<file path="src/rtl/dmem_arb_pkg.sv">
// Shared types and constants for the unified-memory data-port arbiter.
package dmem_arb_pkg;

   typedef enum logic [1:0] {
      IDLE      = 2'd0,
      CPU       = 2'd1,
      DMA_BURST = 2'd2
   } arb_state_t;

   typedef enum logic {
      OWN_CPU = 1'b0,
      OWN_DMA = 1'b1
   } owner_t;

   localparam int STAT_W = 16;
   localparam int CNT_W  = 8;

   function automatic logic is_read(input logic gnt, input logic we);
      return gnt & ~we;
   endfunction

endpackage

</file>
<file path="src/rtl/arb_sat_counter.sv">
// Saturating up-counter with synchronous clear; clear wins over increment.
module arb_sat_counter #(
   parameter int               WIDTH = 8,
   parameter logic [WIDTH-1:0] LIMIT = {WIDTH{1'b1}}
) (
   input  logic             clk,
   input  logic             rst,
   input  logic             clr,
   input  logic             inc,
   output logic [WIDTH-1:0] cnt
);

   localparam logic [WIDTH-1:0] ONE = {{(WIDTH-1){1'b0}}, 1'b1};

   // count register: reset, clear, saturating increment
   always_ff @(posedge clk) begin
      if (rst) begin
         cnt <= {WIDTH{1'b0}};
      end else if (clr) begin
         cnt <= {WIDTH{1'b0}};
      end else if (inc && (cnt != LIMIT)) begin
         cnt <= cnt + ONE;
      end else begin
         cnt <= cnt;
      end
   end

endmodule

</file>
<file path="src/rtl/dmem_arbiter.sv">
// Arbitrates the memory data port between the CPU dmem stage and the DMA engine.
// Define DMEM_ARB_STATS_EN to build the stall/grant statistics counters.
module dmem_arbiter
   import dmem_arb_pkg::*;
#(
   parameter int DBITS     = 16,
   parameter int ABITS     = 12,
   parameter int MAX_WAIT  = 8,
   parameter int BURST_MAX = 16
) (
   input  logic              clk,
   input  logic              rst,
   input  logic              cpu_req,
   input  logic              cpu_we,
   input  logic [DBITS-1:0]  cpu_addr,
   input  logic [DBITS-1:0]  cpu_wdata,
   output logic              cpu_stall,
   output logic              cpu_rvalid,
   input  logic              dma_req,
   input  logic              dma_we,
   input  logic              dma_lock,
   input  logic [DBITS-1:0]  dma_addr,
   input  logic [DBITS-1:0]  dma_wdata,
   output logic              dma_gnt,
   output logic              dma_rvalid,
   output logic [DBITS-1:0]  rdata,
   output logic [ABITS-1:0]  mem_addr,
   output logic [DBITS-1:0]  mem_din,
   output logic              mem_we,
   input  logic [DBITS-1:0]  mem_dout,
   output logic [STAT_W-1:0] stat_cpu_stall,
   output logic [STAT_W-1:0] stat_dma_gnt,
   input  logic              stat_clr
);

   arb_state_t       state;
   owner_t           rd_own;
   logic             rd_pend;
   logic             cpu_gnt;
   logic [CNT_W-1:0] wait_cnt;
   logic [CNT_W-1:0] burst_cnt;
   logic             wait_full;
   logic             burst_full;
   logic             wait_inc;
   logic             wait_clr;
   logic             burst_clr;

   assign wait_full  = (wait_cnt == MAX_WAIT[CNT_W-1:0]);
   assign burst_full = (burst_cnt == BURST_MAX[CNT_W-1:0]);
   assign wait_inc   = dma_req & ~dma_gnt;
   assign wait_clr   = ~dma_req | dma_gnt;
   assign burst_clr  = ~(dma_gnt & dma_lock);

   // grant decision; nobody owns the port while reset is asserted
   always_comb begin
      cpu_gnt = 1'b0;
      dma_gnt = 1'b0;
      if (rst) begin
         cpu_gnt = 1'b0;
         dma_gnt = 1'b0;
      end else begin
         case (state)
            DMA_BURST: begin
               // a full burst yields one cycle to a waiting CPU even if locked
               if (cpu_req && burst_full) begin
                  cpu_gnt = 1'b1;
               end else if (dma_req) begin
                  dma_gnt = 1'b1;
               end else if (cpu_req) begin
                  cpu_gnt = 1'b1;
               end else begin
                  cpu_gnt = 1'b0;
               end
            end
            IDLE, CPU: begin
               if (dma_req && (!cpu_req || wait_full)) begin
                  dma_gnt = 1'b1;
               end else if (cpu_req) begin
                  cpu_gnt = 1'b1;
               end else begin
                  cpu_gnt = 1'b0;
               end
            end
            default: begin
               cpu_gnt = 1'b0;
               dma_gnt = 1'b0;
            end
         endcase
      end
   end

   // memory port mux driven by the current owner
   always_comb begin
      cpu_stall = cpu_req & ~cpu_gnt & ~rst;
      mem_we    = (cpu_gnt & cpu_we) | (dma_gnt & dma_we);
      if (dma_gnt) begin
         mem_addr = dma_addr[ABITS:1];
         mem_din  = dma_wdata;
      end else if (cpu_gnt) begin
         mem_addr = cpu_addr[ABITS:1];
         mem_din  = cpu_wdata;
      end else begin
         mem_addr = {ABITS{1'b0}};
         mem_din  = {DBITS{1'b0}};
      end
   end

   // ownership state
   always_ff @(posedge clk) begin
      if (rst) begin
         state <= IDLE;
      end else if (dma_gnt && dma_lock) begin
         state <= DMA_BURST;
      end else if (cpu_gnt) begin
         state <= CPU;
      end else begin
         state <= IDLE;
      end
   end

   // read return pipeline: owner tag travels with the pending read
   always_ff @(posedge clk) begin
      if (rst) begin
         rd_pend    <= 1'b0;
         rd_own     <= OWN_CPU;
         cpu_rvalid <= 1'b0;
         dma_rvalid <= 1'b0;
         rdata      <= {DBITS{1'b0}};
      end else begin
         rd_pend    <= is_read(cpu_gnt, cpu_we) | is_read(dma_gnt, dma_we);
         rd_own     <= dma_gnt ? OWN_DMA : OWN_CPU;
         cpu_rvalid <= rd_pend & (rd_own == OWN_CPU);
         dma_rvalid <= rd_pend & (rd_own == OWN_DMA);
         if (rd_pend) begin
            rdata <= mem_dout;
         end else begin
            rdata <= rdata;
         end
      end
   end

   arb_sat_counter #(.WIDTH(CNT_W), .LIMIT(MAX_WAIT[CNT_W-1:0])) u_wait_cnt (
      .clk (clk),
      .rst (rst),
      .clr (wait_clr),
      .inc (wait_inc),
      .cnt (wait_cnt)
   );

   arb_sat_counter #(.WIDTH(CNT_W), .LIMIT(BURST_MAX[CNT_W-1:0])) u_burst_cnt (
      .clk (clk),
      .rst (rst),
      .clr (burst_clr),
      .inc (dma_gnt),
      .cnt (burst_cnt)
   );

`ifdef DMEM_ARB_STATS_EN
   arb_sat_counter #(.WIDTH(STAT_W)) u_stat_stall (
      .clk (clk),
      .rst (rst),
      .clr (stat_clr),
      .inc (cpu_stall),
      .cnt (stat_cpu_stall)
   );

   arb_sat_counter #(.WIDTH(STAT_W)) u_stat_gnt (
      .clk (clk),
      .rst (rst),
      .clr (stat_clr),
      .inc (dma_gnt),
      .cnt (stat_dma_gnt)
   );
`else
   logic unused_stat;
   assign stat_cpu_stall = {STAT_W{1'b0}};
   assign stat_dma_gnt   = {STAT_W{1'b0}};
   assign unused_stat    = stat_clr;
`endif

   // byte-lane bit and address bits above the memory are not decoded here
   logic unused_addr;
   assign unused_addr = ^{cpu_addr[DBITS-1:ABITS+1], cpu_addr[0],
                          dma_addr[DBITS-1:ABITS+1], dma_addr[0]};

endmodule

</file>
<file path="config.mk">
export PLATFORM = sky130hd
export DESIGN_NAME = dmem_arbiter
export DESIGN_NICKNAME = d
export VERILOG_FILES = /design/src/rtl/dmem_arb_pkg.sv /design/src/rtl/arb_sat_counter.sv /design/src/rtl/dmem_arbiter.sv
export SDC_FILE = /design/constraint.sdc
export NUM_CORES = 1
export LEC_CHECK = 0
export CORE_ASPECT_RATIO = 0.75
export CORE_MARGIN = 2
export CORE_UTILIZATION = 38
export CTS_BUF_LIST = sky130_fd_sc_hd__clkbuf_4
export DETAILED_ROUTE_END_ITERATION = 8
export PLACE_DENSITY = 0.88
export SLEW_MARGIN = 20
export SYNTH_ARGS = -nofsm -noshare
export SYNTH_HDL_FRONTEND = slang
export SYNTH_SLANG_ARGS = --single-unit
export TNS_END_PERCENT = 1
</file>
<file path="constraint.sdc">
create_clock -name clk -period 5.8 [get_ports clk]
set_clock_uncertainty 0.05 [all_clocks]
set_input_delay 1.16 -clock clk [delete_from_list [all_inputs] [get_ports clk]]
set_output_delay 1.16 -clock clk [all_outputs]
set_load 0.005 [all_outputs]
</file>
==> results.cfg <==
[setup_path]
critPathMaxStageDelay_ns = 0.58
critical_path_class = in -> out
crit_top_cell = clkdlybuf4s50_1
worstPathMaxFanout = 40
critPathLaunchType = input pin
endpoint_kind = output port
cp.arrival_ns = 3.42
slowest_stage = clkdlybuf4s50_1
cp.required_ns = 4.59
crit_path_cell_trace = clkdlybuf4s50_1 -> nor2b_1 -> nand2_1 -> nor3_4 -> buf_4 -> a22o_1 -> clkdlybuf4s50_1

[yosys]
syn_area_per_cell_um2 = 9.204
synth_edf_count = 0
ys_types = 42
ys_warn_count = 0
yosys.area.top_type = dfxtp_1
synth_area_leaders = dfxtp_1, a22o_1, buf_4
syn-cell-area_um2 = 2273
synth_cells = 247
synth_commonest_cells = dfxtp_1, buf_4, a22o_1
yosysTopAreaCellShare_pct = 33.46
synth_most_common_cell = dfxtp_1
ys_ff_latch = 38
synth_top_flop_cell = dfxtp_1
seq_area_frac_synth_pct = 33.46
async_reset_ff_share_pct = 0

[floorplan]
start_util_pct = 39.23
die_h_um = 70.99
rows = 24
fp.dieArea_um2 = 6624
io_pins = 169
core-area_um2 = 5796
die_x_um = 93.32

[place]
pre_cts_slack_ns = 1.163
dp_hpwl_um = 4901
gp_congestion = 0.7694
dp_cells = 441
port_buffers = 127

[grt]
grt_pass1_vias = 2006
grt_use_total_pct = 17.97
grt_max_degree = 41
antenna_found_initial = 0
grt_pass1_wl_um = 9515
grt_overflow = 0

[drt]
drt_first_iter_violations = 119
num_vias = 2167
wl_per_cell_um = 14.00
wirelength_um = 6270
first_pass_iters = 4
via_per_inst = 4.837
drc = 0
ant_nets = 0

[sta]
maxSlewHeadroom_pct = 26.40
slew_viol_final = 0
tightest_slew_ns = 1.095
finalHoldViolations = 0
hold_ws_ns = 0.3955
maxClockFrequency_mhz = 215.8
min_period_ns = 4.634
setup_slack_ns = 1.166
rsz0062_at_grt = false
setup_tns_ns = 0
finalSetupViolCount = 0
period_share_pct = 79.89

[cts]
clock-root-buffer = clkbuf_4
clkSinkCount = 38
numCtsBuffers = 5
cts.repair.resized = 0
postCtsSetupRepairBufs = 0
clk_pin_slew_ns = 0.11
clock_latency_ns = 0.34
ctsHoldBuffers = 0
htreeDepth = 2
cts_max_path_buffers = 2
cts_tree = built

[run_status]
outcome = complete, no violations

[power_and_ir_drop]
powerDensity_nw_per_um2 = 167.7
cell_internal_pwr_uw = 455.2
ir_drop_v = 0.00009454
p_sw_uw = 139.5
power_frac_seq_pct = 46.5
p_clk_share_pct = 28.7
power_leakage_uw = 0.001391
combPwrFrac_pct = 24.8
netSwitchingFraction_pct = 23.46

[final_layout]
fin_nets = 462
diodes = 0
drive_above_1_share_pct = 6.486
num-fill-cells = 478
layout-area-overhead-vs-synth_pct = 56.03
fin_util_pct = 61.20
final_cell_count_no_fill = 448

[worst_hold_path]
hold_path_class = reg -> reg

[job]
cap_violations = 0
## final timing paths
check | startpoint | endpoint | slack [ns] | cells after the start
max | dma_req | mem_din[13] | 1.17 | 7
min | rd_own | cpu_rvalid | 0.40 | 1
max reg2reg | u_burst_cnt.cnt[0] | u_wait_cnt.cnt[6] | 3.50 | 6
min reg2reg | rd_own | cpu_rvalid | 0.40 | 1
## power by group through the flow
stage                     Combinational (uW)  Clock [uW]  Sequential, uW
final                                    148         170             277
after global routing                     159         187             278
after CTS                                148         175             277
after detailed placement                 147           0             283
after global placement                   145           0             282
after floorplan                         68.1           0             279
## logic make-up (layout without fill, tap and decap cells)
| family | count (synthesis) | count (layout) | share of synthesized area (%) |
|---|---|---|---|
| compound gates | 52 | 52 | 18.60 |
| xor+xnor | 7 | 7 | 2.697 |
| simple gates | 73 | 73 | 19.21 |
| buf+inv | 54 | 146 | 15.68 |
| flops | 38 | 38 | 33.46 |
| mux | 18 | 18 | 7.980 |
| other cells | 1 | 32 | 0.1649 |
| fa+ha+maj | 4 | 4 | 2.202 |
## critical path, delay by kind of cell
family | cells | cell delay [ns]
AOI/OAI and AO/OA | 1 | 0.22
and+or+nand+nor | 3 | 0.55
buffers and inverters | 3 | 1.47
## cell usage in the layout, fill, tap and decap left out, types with 2 or more instances in the layout
| cell type | Yosys | routed |
|---|---|---|
| clkdlybuf4s50_1 | 0 | 127 |
| dfxtp_1 | 38 | 38 |
| conb_1 | 1 | 32 |
| a22o_1 | 30 | 30 |
| nor2_1 | 20 | 20 |
| mux2i_1 | 17 | 17 |
| nand2_1 | 10 | 10 |
| inv_1 | 9 | 9 |
| and3_1 | 8 | 8 |
| a21oi_1 | 7 | 7 |
| or4_1 | 6 | 6 |
| nand3_1 | 5 | 5 |
| o31ai_1 | 5 | 5 |
| xnor2_1 | 5 | 5 |
| clkbuf_4 | 0 | 5 |
| o21ai_0 | 4 | 4 |
| nor3_1 | 4 | 4 |
| ha_1 | 4 | 4 |
| or3b_2 | 3 | 3 |
| buf_4 | 32 | 3 |
| nor3_4 | 2 | 2 |
| nand2b_1 | 2 | 2 |
| a31oi_1 | 2 | 2 |
| xor2_1 | 2 | 2 |
| or2_2 | 2 | 2 |
## registers in the layout (all words and copies together) (netlist names)
signal / flops
cpu_rvalid: 1
dma_rvalid: 1
rd_own: 1
rd_pend: 1
rdata: 16
state: 2
u_burst_cnt.cnt: 8
u_wait_cnt.cnt: 8
## layout make-up
cell class	count	area [um2]	area share, %
Clock buffer	5	37.54	1.058
Timing Repair Buffer	130	1294	36.47
Inverter	9	33.78	0.9524
Sequential cell	38	760.7	21.45
Tap cell	78	97.59	2.751
Clock inverter	2	33.78	0.9524
Multi-Input combinational cell	186	1290	36.37
## stage by stage
step                total power [uW]  cell area (um2)
detailed placement             429.9             3476
global placement               426.6             3476
floorplan                      347.2             2390
finish                         594.7             3547
CTS                            600.0             3547
global route                   624.4             3547
## metal layers
| layer | track usage [%] | up-vias | share of wire [%] |
|---|---|---|---|
| li1 | - | 1066 | - |
| met2 | 29.26 | 83 | 49 |
| met1 | 22.32 | 1004 | 41 |
| met4 | 6.699 | 0 | 2.1 |
| met3 | 5.751 | 14 | 8.5 |
| met5 | 0 | - | 0 |
(Power assumes the default switching activity.)
